--- src/rtl/fetch_pc_unit.sv ---
// fetch_pc_unit: architectural PC and IF/ID register with the MIPS single delay slot.
// Define BRANCH_LIKELY_EN to annul the delay slot of a not-taken branch-likely.
module fetch_pc_unit #(
    parameter logic [31:0] RESET_PC = 32'h0000_3000,
    parameter int unsigned CNT_W    = 16
) (
    input  logic             clk,
    input  logic             reset_n,
    input  logic             stall,
    input  logic [31:0]      im_instr,
    input  logic             d_branch,
    input  logic             d_likely,
    input  logic             d_to_branch,
    input  logic [1:0]       d_jump,
    input  logic [31:0]      d_jr_target,
    output logic [31:0]      f_pc,
    output logic [31:0]      d_pc,
    output logic [31:0]      d_instr,
    output logic [31:0]      d_pc8,
    output logic             d_valid,
    output logic             redirect,
    output logic [CNT_W-1:0] taken_count
);

    localparam logic [CNT_W-1:0] CNT_ONE = 1;

    logic [31:0]      r_f_pc;
    logic [31:0]      r_d_pc;
    logic [31:0]      r_d_instr;
    logic             r_d_valid;
    logic [CNT_W-1:0] r_taken_count;

    logic [31:0] w_d_pc4;
    logic [31:0] w_br_offset;
    logic [31:0] w_br_target;
    logic [31:0] w_j_target;
    logic [31:0] w_target;
    logic [31:0] w_next_pc;
    logic        w_is_jump;
    logic        w_redirect;
    logic        w_annul;

    assign w_d_pc4     = r_d_pc + 32'd4;
    assign w_br_offset = {{14{r_d_instr[15]}}, r_d_instr[15:0], 2'b00};
    assign w_br_target = w_d_pc4 + w_br_offset;
    assign w_j_target  = {w_d_pc4[31:28], r_d_instr[25:0], 2'b00};
    assign w_is_jump   = (d_jump == 2'b01) || (d_jump == 2'b10);
    assign w_redirect  = r_d_valid & ((d_branch & d_to_branch) | w_is_jump);

    // A jump outranks a simultaneously flagged branch; encoding 11 falls back to the branch path.
    always_comb begin
        w_target = w_br_target;
        case (d_jump)
            2'b01:   w_target = w_j_target;
            2'b10:   w_target = d_jr_target;
            default: w_target = w_br_target;
        endcase
    end

    assign w_next_pc = w_redirect ? w_target : (r_f_pc + 32'd4);

`ifdef BRANCH_LIKELY_EN
    assign w_annul = r_d_valid & d_branch & d_likely & ~d_to_branch;
`else
    logic w_unused_likely;
    assign w_unused_likely = d_likely;
    assign w_annul         = 1'b0;
`endif

    always_ff @(posedge clk or negedge reset_n) begin
        if (!reset_n) begin
            r_f_pc        <= RESET_PC;
            r_d_pc        <= RESET_PC;
            r_d_instr     <= '0;
            r_d_valid     <= 1'b0;
            r_taken_count <= '0;
        end else if (!stall) begin
            r_f_pc    <= w_next_pc;
            r_d_pc    <= r_f_pc;
            r_d_instr <= w_annul ? 32'd0 : im_instr;
            r_d_valid <= ~w_annul;
            if (w_redirect && (r_taken_count != '1)) begin
                r_taken_count <= r_taken_count + CNT_ONE;
            end
        end
    end

    assign f_pc        = r_f_pc;
    assign d_pc        = r_d_pc;
    assign d_instr     = r_d_instr;
    assign d_pc8       = r_d_pc + 32'd8;
    assign d_valid     = r_d_valid;
    assign redirect    = w_redirect;
    assign taken_count = r_taken_count;

endmodule
--- config.mk ---
export PLATFORM = sky130hd
export DESIGN_NAME = fetch_pc_unit
export DESIGN_NICKNAME = d
export VERILOG_FILES = /design/src/rtl/fetch_pc_unit.sv
export SDC_FILE = /design/constraint.sdc
export NUM_CORES = 1
export LEC_CHECK = 0
export CORE_ASPECT_RATIO = 1.4
export CORE_UTILIZATION = 55
export CTS_CLUSTER_SIZE = 40
export DETAILED_ROUTE_END_ITERATION = 10
export DONT_BUFFER_PORTS = 1
export PLACE_DENSITY = 0.7
export SLEW_MARGIN = 30
export SYNTH_ARGS = -nofsm -noshare
export SYNTH_HDL_FRONTEND = slang
export SYNTH_SLANG_ARGS = --single-unit
--- constraint.sdc ---
create_clock -name clk -period 7.1 [get_ports clk]
set_clock_uncertainty 0.2 [all_clocks]
set_input_delay 1.42 -clock clk [delete_from_list [all_inputs] [get_ports clk]]
set_output_delay 1.42 -clock clk [all_outputs]
set_load 0.005 [all_outputs]
==> results.ini <==
[finish]
fill_cells = 1264
final_cell_mix = dfrtp_1, nand2_1, a21oi_1
finalNetCount = 971
final_layout_size_suffix_gt1_share_pct = 13.1
design_area_um2 = 8690
finish.utilization_pct = 60.2
syn2layout_area_growth_pct = 7.13
regArea_um2 = 2830
multi_input_area_um2 = 4950
final_common_cell = dfrtp_1

[sta]
fmax_mhz = 202
period_share_pct = 69.8
finalMaxSlewViolations = 0
final.setup.tns_ps = 0
setup_viol = 0
slew_headroom_pct = 33.8
min_period_ps = 4960
layout_setup_ws_ps = 2140
whs_ps = 338
rsz0062_at_grt = no
finalHoldViolCount = 0
worst_pin_slew_ps = 989

[floorplan]
die_h_um = 146
start_util_pct = 56.2
ios = 218
die-area_um2 = 15200
die_x_um = 105
core_area_um2 = 14400
rows = 52

[clock_network]
htreeDepth = 4
clock_sinks = 113
clk_latency_ps = 420
clock_path_buffers = 2
cts_tree = yes
cts_resized = 0
ctsHoldBuffers = 0
cts_made_buffers = 17
post_cts_buffers = 0
ctsRootBufferMaster = clkbuf_16
clk_pin_slew_ps = 60

[setup_path]
arrival_ps = 3340
critPathKind = in -> out
cp-end-kind = primary output
path_max_fanout = 43
worst_path_max_delay_cell = inv_1
cp.required_ps = 5480
crit_path_max_incr_delay_ps = 480
cp-start-kind = primary input
crit_chain = inv_1, ha_1, buf_4, a21bo_2, nand2_1, buf_4, inv_1

[routing]
viasPerCell = 6.55
drt_iter0_drc = 407
wl_mm = 24.4
postRouteAntennaNets = 0
drt_pass1_iterations = 5
routedWlPerCell_um = 23.0
via_count = 6957
remaining_drc_errors = 0

[placed_design]
io_buffer_count = 0
dp_hpwl_mm = 18.1
placedInstanceArea_um2 = 8130
gp_congestion = 0.853
pre_cts_slack_ps = 2080

[run_status]
status = completed

[grt]
grt_pass1_vias = 7206
grtUsageTotal_pct = 32.7
antenna_found_initial = 2
busiest_layer = met2
met3_usage_pct = 8.42
grtUsageMet1_pct = 33.8
grt_first_pass_wirelength_mm = 38.3
grt_max_degree = 114
grt_remaining_overflow = 0
use_met2_pct = 56.6

[yosys]
synth_cell_types = 66
synth_edf_count = 0
syn_area_per_cell_um2 = 9.10
synth_top_area_share_pct = 33.6
synth.ff_latch_count = 113
ys_async_sr_fraction_pct = 100
yosys_warnings = 0
yosys_most_used_dff = dfrtp_1
yosys.area.top_type = dfrtp_1
synth_area_leaders = dfrtp_1, mux2_2, xnor2_1
seq_area_frac_synth_pct = 34.9
synth_area_um2 = 8110
synth.net_count = 1003
syn_inst = 891

[power]
p_seq_share_pct = 35.5
p_clk_share_pct = 22.2
power.density_nw_per_um2 = 416
p_leak_nw = 3.63
netSwitchingPower_mw = 1.61
switching_share_pct = 44.7
internal_power_mw = 2.00
combPwrFrac_pct = 42.3
irDropWorstVdd_v = 0.000215

[hold_path]
hold_path.class = reg -> reg

[flow_run]
drv_cap = 0

critical path, delay by kind of cell:
family          cells  cell delay, ps
fa+ha+maj           1             260
buf+inv             4            1270
compound gates      1             300
simple gates        1              60
final timing paths:
path / start / to / slack, ps / depth (start not counted)
worst min register to register: d_instr[31] / d_instr[31] / 340 / 1
max in group asynchronous: reset_n / f_pc[12] / 5940 / 0
worst min-delay path: d_instr[31] / d_instr[31] / 340 / 1
min in group asynchronous: reset_n / d_instr[15] / 500 / 0
worst max-delay path: d_jump[0] / redirect / 2140 / 7
worst max register to register: d_pc[4] / f_pc[28] / 2290 / 17
cell families after synthesis:
kind of cell               Yosys count  synth area share, %
and+or+nand+nor                    285                 18.2
AOI/OAI and AO/OA                  221                 17.8
DFF                                113                 34.9
xor gates and xnor gates            93                 10.0
buffers and inverters               77                 4.13
muxes                               62                 8.58
adders and majority gates           40                 6.26
power groups by stage:
| stage | sequential (mW) | clock (mW) | combinational [mW] |
|---|---|---|---|
| after floorplan | 1.08 | 0 | 1.28 |
| after global placement | 1.28 | 0 | 1.50 |
| after detailed placement | 1.29 | 0 | 1.52 |
| after CTS | 1.28 | 0.816 | 1.53 |
| after global routing | 1.32 | 0.841 | 1.70 |
| final | 1.28 | 0.802 | 1.53 |
routing by layer:
layer,wire length (um),vias to the layer above
li1,-,3191
met1,8640,3425
met2,12400,254
met3,1630,85
met4,1730,2
met5,13,-
sequential cells by signal, summed over array words and instances, names as in the netlist:
signal	cells
d_instr	32
d_pc	32
d_valid	1
f_pc	32
taken_count	16
through the flow:
| stage | total power [mW] | cells |
|---|---|---|
| after global placement | 2.77 | 1029 |
| after global routing | 3.86 | 1062 |
| after CTS | 3.63 | 1061 |
| after detailed placement | 2.81 | 1029 |
| after floorplan | 2.36 | 891 |
| final | 3.62 | 1062 |
cells in the mapped netlist, types with 5 or more instances:
library cell and number:
clkbuf_1 31, nor4_1 5, xnor2_1 57, and3_1 26, mux2_2 60, a22oi_1 6, o22a_1 8, nand2_1 77
xor2_1 36, and4_1 7, nor2b_1 6, buf_2 10, nor3_1 7, dfrtp_1 109, ha_1 39, a211oi_1 9
a31oi_1 7, nand2b_1 8, a21oi_1 76, a221o_1 11, nand4_1 21, nand3_1 44, buf_4 6, o21ai_0 40
inv_1 23, a221oi_1 20, a21o_1 10, nor2_1 56, and2_1 7
layout make-up:
cell class	instances	share of cell area (%)
tap	189	2.72
sequential	113	32.6
multi-input combinational	701	57.0
clock buffer	20	5.14
timing repair buffer	3	0.259
inverter	23	0.994
antenna	1	0.0288
clock inverter	12	1.28
(Power assumes the default switching activity.)
